File: config.mk
export PLATFORM = sky130hd
export DESIGN_NAME = mul_radix4_seq
export DESIGN_NICKNAME = d
export VERILOG_FILES = /design/src/rtl/mul_radix4_seq.sv
export SDC_FILE = /design/constraint.sdc
export NUM_CORES = 1
export LEC_CHECK = 0
export BUFFER_PORTS_ARGS = -buffer_cell sky130_fd_sc_hd__buf_2
export CAP_MARGIN = 25
export CORE_UTILIZATION = 30
export DETAILED_ROUTE_END_ITERATION = 8
export PLACE_DENSITY = 0.46
export SYNTH_ARGS = -nofsm -noshare
export SYNTH_HDL_FRONTEND = slang
export SYNTH_SLANG_ARGS = --single-unit
File: constraint.sdc
create_clock -name clk -period 6.5 [get_ports clk]
set_input_delay 0.65 -clock clk [delete_from_list [all_inputs] [get_ports clk]]
set_output_delay 0.65 -clock clk [all_outputs]
set_load 0.05 [all_outputs]
File: src/rtl/mul_radix4_seq.sv
// mul_radix4_seq: sequential signed multiply-accumulate, result = a * b + c.
// Radix-4 Booth recoding, one recoded digit of b per clock. WIDTH/2 RUN
// cycles followed by one DONE cycle. Start/busy/done handshake.
//
// Ports:
//   clk     in   rising-edge clock
//   rst_n   in   asynchronous active-low reset
//   start   in   request, sampled when not busy or in the DONE cycle
//   a, b, c in   signed multiplicand, multiplier, addend (sampled with start)
//   busy    out  high in RUN and DONE
//   done    out  one-cycle pulse, result/ovf valid from this cycle
//   result  out  signed a*b + c, 2*WIDTH bits, exact
//   ovf     out  result does not fit in signed WIDTH bits
module mul_radix4_seq #(
  parameter int unsigned WIDTH = 32
) (
  input  logic               clk,
  input  logic               rst_n,
  input  logic               start,
  input  logic [WIDTH-1:0]   a,
  input  logic [WIDTH-1:0]   b,
  input  logic [WIDTH-1:0]   c,
  output logic               busy,
  output logic               done,
  output logic [2*WIDTH-1:0] result,
  output logic               ovf
);

  localparam int unsigned AccW   = 2 * WIDTH + 2;
  localparam int unsigned Digits = WIDTH / 2;
  localparam int unsigned CntW   = (Digits > 1) ? $clog2(Digits) : 1;
  localparam logic [CntW-1:0] LastCnt = CntW'(Digits - 1);

  typedef enum logic [1:0] {StIdle, StRun, StDone} state_e;

  state_e             state_q, state_d;
  logic [AccW-1:0]    acc_q, acc_d;
  logic [AccW-1:0]    ma_q, ma_d;       // multiplicand pre-scaled by 4^i
  logic [WIDTH:0]     b_q, b_d;         // {b, 1'b0}, shifted right two bits per digit
  logic [CntW-1:0]    cnt_q, cnt_d;
  logic [2*WIDTH-1:0] result_q, result_d;
  logic               ovf_q, ovf_d;
  logic               busy_q, busy_d;
  logic               done_q, done_d;

  logic [AccW-1:0]    addend;
  logic [AccW-1:0]    acc_sum;
  logic [WIDTH:0]     sum_top;
  logic               accept;

  // Booth digit from the low three bits of the shifting multiplier window.
  always_comb begin
    addend = '0;
    case (b_q[2:0])
      3'b001, 3'b010: addend = ma_q;
      3'b011:         addend = ma_q << 1;
      3'b100:         addend = -(ma_q << 1);
      3'b101, 3'b110: addend = -ma_q;
      default:        addend = '0;
    endcase
  end

  assign acc_sum = acc_q + addend;
  // Upper WIDTH+1 bits must all match for the result to fit in WIDTH bits.
  assign sum_top = acc_sum[2*WIDTH-1:WIDTH-1];

  always_comb begin
    state_d  = state_q;
    acc_d    = acc_q;
    ma_d     = ma_q;
    b_d      = b_q;
    cnt_d    = cnt_q;
    result_d = result_q;
    ovf_d    = ovf_q;
    done_d   = 1'b0;
    accept   = 1'b0;

    case (state_q)
      StIdle: begin
        if (start) accept = 1'b1;
      end
      StRun: begin
        acc_d = acc_sum;
        ma_d  = ma_q << 2;
        b_d   = {{2{b_q[WIDTH]}}, b_q[WIDTH:2]};
        cnt_d = cnt_q + CntW'(1);
        if (cnt_q == LastCnt) begin
          state_d  = StDone;
          result_d = acc_sum[2*WIDTH-1:0];
          ovf_d    = !((&sum_top) || !(|sum_top));
          done_d   = 1'b1;
        end
      end
      StDone: begin
        if (start) accept = 1'b1;
        else       state_d = StIdle;
      end
      default: state_d = StIdle;
    endcase

    if (accept) begin
      state_d = StRun;
      acc_d   = {{(WIDTH + 2){c[WIDTH-1]}}, c};
      ma_d    = {{(WIDTH + 2){a[WIDTH-1]}}, a};
      b_d     = {b, 1'b0};
      cnt_d   = '0;
    end

    busy_d = (state_d != StIdle);
  end

  always_ff @(posedge clk or negedge rst_n) begin
    if (!rst_n) begin
      state_q  <= StIdle;
      acc_q    <= '0;
      ma_q     <= '0;
      b_q      <= '0;
      cnt_q    <= '0;
      result_q <= '0;
      ovf_q    <= 1'b0;
      busy_q   <= 1'b0;
      done_q   <= 1'b0;
    end else begin
      state_q  <= state_d;
      acc_q    <= acc_d;
      ma_q     <= ma_d;
      b_q      <= b_d;
      cnt_q    <= cnt_d;
      result_q <= result_d;
      ovf_q    <= ovf_d;
      busy_q   <= busy_d;
      done_q   <= done_d;
    end
  end

  assign busy   = busy_q;
  assign done   = done_q;
  assign result = result_q;
  assign ovf    = ovf_q;

endmodule

; ---- Word-level counts from Yosys, hierarchy flattened
; Index checks and enable logic that the tools add are counted.
[op_classes]
addsub = 4
n_eq_ne = 9
mux = 17
n_reduce_logical = 12
[op_table]
columns = operator, count
row1 = $mux W66, 4
row2 = $pmux W66 S4, 1
row3 = $neg A66 Y66, 2
row4 = $add A66 B66 Y66, 1
row5 = $mux W33, 1
row6 = $reduce_and A33 Y1, 1
row7 = $reduce_or A33 Y1, 1
row8 = $mux W32, 1
row9 = $eq A3 B3 Y1 const B, 3
row10 = $mux W4, 2
row11 = $eq A3 B2 Y1 const B, 2
row12 = $mux W2, 3
row13 = $pmux W2 S3, 1
row14 = $reduce_or A2 Y1, 3
row15 = $add A4 B1 Y4 const B, 1
row16 = $eq A4 B4 Y1 const B, 1
row17 = $mux W1, 4
row18 = $reduce_bool A2 Y1, 2
row19 = $eq A3 B1 Y1 const B, 1
row20 = $eq A2 B1 Y1 const B, 1
row21 = $eq A2 B2 Y1 const B, 1
row22 = $logic_not A1 Y1, 2
row23 = $logic_not A2 Y1, 1
row24 = $reduce_and A2 Y1, 1
row25 = $logic_or A1 B1 Y1, 1
[totals]
ff_bits = 238
input_bits = 99
out_inout_bits = 67
elab_cells = 52

; ---- Depth between registers and ports, before layout
[depth]
depth_word = 8
mapped_depth = 27
depth_no_buf = 25

; ---- Worst setup path after synthesis
; No wires, ideal clock.
[synth_path]
path_kind = reg-to-reg
from = register ma_q[0]
to = register ovf_q (netlist: ovf)
setup_time_ps = 128
arrival_ps = 6273
required_ps = 6372
path_slack_ps = 100
path_stages_with_launch = 28
period_less_slack_ps = 6400
cell_sequence = dfrtp_1 -> inv_1 -> ha_1 -> or4b_4 -> buf_6 -> or4_4 -> buf_6 -> nor4_4 -> nand3_2 -> or3_1 -> or2_1 -> nor2_1 -> xor2_1 -> o22ai_1 -> a32oi_1 -> o21ai_0 -> ha_1 -> a21o_1 -> a21o_1 -> a221o_1 -> nor2_1 -> nor4b_2 -> o21bai_1 -> nor2b_1 -> or3_1 -> or4b_1 -> o41ai_1 -> nor2_1
[synth_via]
elab_chain_cells = 7
word_cells_on_any_way = 9
[synth_rtl]
columns = item, line_no
row1 = "start, declared", 38  ; logic [AccW-1:0] ma_q, ma_d;
row2 = "start signal, assigned", 126  ; ma_q <= ma_d;
row3 = "$neg A66 Y66, on equally long branches", "58, 57"
row4 = $pmux W66 S4 (*), 54  ; case (b_q[2:0])
row5 = $add A66 B66 Y66 (*), 63  ; assign acc_sum = acc_q + addend;
row6 = $reduce_or A33 Y1, 90  ; ovf_d = !((&sum_top) || !(|sum_top));
row7 = $logic_not A1 Y1, 90
row8 = $logic_or A1 B1 Y1 (*), 90
row9 = $logic_not A1 Y1 (*), 90
row10 = "end signal, assigned", 130  ; ovf_q <= ovf_d;
row11 = "end, declared", 42  ; logic ovf_q, ovf_d;
; Mark *: on every way between the ends. The rest lies on a longest branch, timed or not.
; A chain may end at the register's enable or synchronous reset.

; ---- Worst setup path in the final report
[layout_path]
from = register ma_q[1]
to = register ovf_q (netlist: ovf)
; The elaborated chain is that of the path after synthesis.

==> flow_metrics.env <==
export IMPL_drv_max_cap_violation_count=0
export IMPL_cpPeakStageDelay_ns=0.54
export IMPL_antenna_found_initial=0
export IMPL_htree_levels=1
export IMPL_cpMaxStageDelayCell="or4_4"
export IMPL_synth_edf_count=0
export IMPL_syn_inst=2320
export IMPL_cts_buffers=29
export IMPL_criticalPathCategory="register to register"
export IMPL_worstRegToRegCells=25
export IMPL_ioPinCount=166
export IMPL_met1_length_mm=34.9
export IMPL_cp_end_kind="register"
export IMPL_area_growth_pct=24.7
export IMPL_syn_area_mm2=0.0177
export IMPL_path_max_fanout=4
export IMPL_fin_crit_sh_pct=99.9
export IMPL_drc=0
export IMPL_critical_path_top_delay_family="simple AND/OR/NAND/NOR gates"
export IMPL_synth_cell_types=80
export IMPL_wirelength_mm=71.6
export IMPL_tightest_slew_ns=1.06
export IMPL_crit_required_ns=6.97
export IMPL_gp_congestion=0.932
export IMPL_vias=18300
export IMPL_layout_drive_gt1_share_pct=21.3
export IMPL_dieArea_mm2=0.0600
export IMPL_synth_nets=2485
export IMPL_min_path_type="input port to asynchronous set/reset pin"
export IMPL_clk_latency_ns=0.59
export IMPL_routed_wl_met3_mm=4.15
export IMPL_die_h_um=245
export IMPL_yosysSeqAreaShare_pct=33.1
export IMPL_drtIter0Drc=1581
export IMPL_cts_clk_slew_worst_paths_ns=0.06
export IMPL_clock_fmax_ghz=0.154
export IMPL_port_buffers=165
export IMPL_cts_tree="yes"
export IMPL_rsz0062_at_grt="true"
export IMPL_grt_pass1_vias=17700
export IMPL_synth_top_area_share_pct=33.1
export IMPL_top_layer_used="met4"
export IMPL_final_nets=2728
export IMPL_skew_ns=0.0128
export IMPL_hold_viol=0
export IMPL_final_cell_area_mm2=0.0221
export IMPL_die_x_um=245
export IMPL_start_util_pct=30.5
export IMPL_clockBufferDepth=3
export IMPL_ctsHoldBuffers=0
export IMPL_cp_depth=25
export IMPL_yosysTopAreaCell="dfrtp_1"
export IMPL_via_per_inst=5.47
export IMPL_num_antenna_cells=0
export IMPL_setup_viol=0
export IMPL_syn_area_per_cell_um2=7.64
export IMPL_cp_buffers_inverters=1
export IMPL_setup_tns_ns=0
export IMPL_outcome="finished clean"
export IMPL_met2_wirelength_mm=30.7
export IMPL_worst_slew_margin_rel_pct=28.9
export IMPL_synthFlopType="dfrtp_1"
export IMPL_hold_ws_ns=0.0768
export IMPL_worstSetupStartpointType="register"
export IMPL_grt_overflow_total=0
export IMPL_arrival_ns=6.96
export IMPL_coreArea_mm2=0.0580
export IMPL_synthArstFlopShare_pct=100
export IMPL_drtPass1Iterations=5
export IMPL_grt_usage_pct=23.6
export IMPL_synth_area_leaders="dfrtp_1, nand2_1, o21ai_0, ha_1, a22oi_1"
export IMPL_ant_nets=0
export IMPL_ys_seq_elements=234
export IMPL_dp_final_hpwl_mm=53.5
export IMPL_grt_pass1_wl_mm=110
export IMPL_wire_per_inst_um=21.4
export IMPL_yosys_warnings=0
export IMPL_grt_start_max_net_pins=131
export IMPL_finalCriticalPeriod_ns=6.49
export IMPL_clock_sinks=234
export IMPL_fin_util_pct=38.1
export IMPL_post_dp_cell_area_mm2=0.0206
export IMPL_cts_root_buffer="clkbuf_16"
export IMPL_rows=88
export IMPL_drv_slew=0
-- path summary, 6_finish.rpt --
path	startpoint	to	slack (ns)
max	ma_q[1]	ovf	0.005
max in group asynchronous	rst_n	b_q[1]	5.09
min in group clk	a[0]	ma_q[0]	0.29
min reg2reg	result[63]	result[63]	0.47
max reg2reg	ma_q[1]	ovf	0.005
min	rst_n	b_q[32]	0.08
-- metrics by stage --
step / std cells / setup WS (ns)
3_5_place_dp: 3284 / -0.201
6_report: 3351 / 0.00504
4_1_cts: 3338 / 0.0179
3_3_place_gp: 3284 / -0.202
5_1_grt: 3351 / -0.264
2_1_floorplan: 2320 / 0.0996
-- cells in the final DEF, fill, tap and decap left out, types with 10 or more instances in the layout --
cell,n
a211oi_1,18
a21o_1,32
a21oi_1,123
a221oi_1,18
a22oi_1,102
a31oi_1,85
and2_1,12
buf_2,164
buf_4,243
clkbuf_16,29
dfrtp_1,231
ha_1,60
inv_1,28
mux2i_1,27
nand2_1,522
nand2b_1,18
nand3_1,24
nand4_1,28
nor2_1,138
nor3_1,39
nor4_1,13
o211ai_1,13
o21a_1,16
o21ai_0,165
o21ai_1,13
o21bai_1,14
o221ai_1,10
o22ai_1,17
or3_1,27
xnor2_1,80
xor2_1,45
-- final cells by class --
type | count | area [um2]
Multi-Input combinational cell | 1856 | 11400
Clock buffer | 38 | 820
Sequential cell | 234 | 5860
Fill cell | 6090 | 35900
Clock inverter | 16 | 223
Tap cell | 765 | 957
Timing Repair Buffer | 410 | 2710
Inverter | 32 | 120
-- Yosys cell counts (all sizes together) (6+ instances only) --
| cell | instances |
|---|---|
| a31oi | 88 |
| nor3 | 44 |
| a21o | 32 |
| a21boi | 8 |
| o21bai | 14 |
| a32oi | 8 |
| a221o | 9 |
| ha | 65 |
| a22oi | 103 |
| o22ai | 19 |
| nand3b | 6 |
| nand3 | 26 |
| nor4 | 18 |
| nor2b | 11 |
| or4 | 10 |
| buf | 24 |
| clkbuf | 174 |
| a21oi | 127 |
| or3 | 29 |
| nand2 | 523 |
| and3 | 7 |
| or2 | 14 |
| mux2i | 27 |
| dfrtp | 234 |
| o21a | 17 |
| nand4 | 28 |
| inv | 30 |
| o31ai | 8 |
| xor2 | 48 |
| o211ai | 13 |
| and2 | 13 |
| xnor2 | 82 |
| o21ai | 179 |
| nand2b | 20 |
| a221oi | 20 |
| nor3b | 7 |
| a211oi | 20 |
| nor2 | 145 |
| o221ai | 10 |
-- timing repair --
action,CTS,global route
setup buffers,0,12
setup endpoints to repair,1,5
pin swaps,6,38
resized for setup,16,58
-- per-layer routing --
layer  GRT usage [%]  vias up
met5               0        -
met4            6.12        0
met3            2.79       95
met2            35.4      562
met1            35.4     8887
li1                -     8795
-- flip-flops by register name, summed over array words and instances, names as in the netlist --
signal   cells
acc_q       64
b_q         33
busy         1
cnt_q        4
done         1
ma_q        64
ovf          1
result      64
state_q      2
-- kinds of logic (layout without fill, tap and decap cells) --
| family | count (synthesis) | after routing | synth area share [%] |
|---|---|---|---|
| and+or+nand+nor | 921 | 921 | 23.3 |
| buffers and inverters | 230 | 496 | 5.04 |
| xor gates and xnor gates | 130 | 130 | 6.43 |
| DFF | 234 | 234 | 33.1 |
| adders and majority gates | 66 | 66 | 4.70 |
| AOI/OAI and AO/OA | 710 | 710 | 25.8 |
| muxes | 29 | 29 | 1.65 |
Power is not shown: default switching activity piles up to over one toggle a cycle in this logic, so the estimate is an artifact.
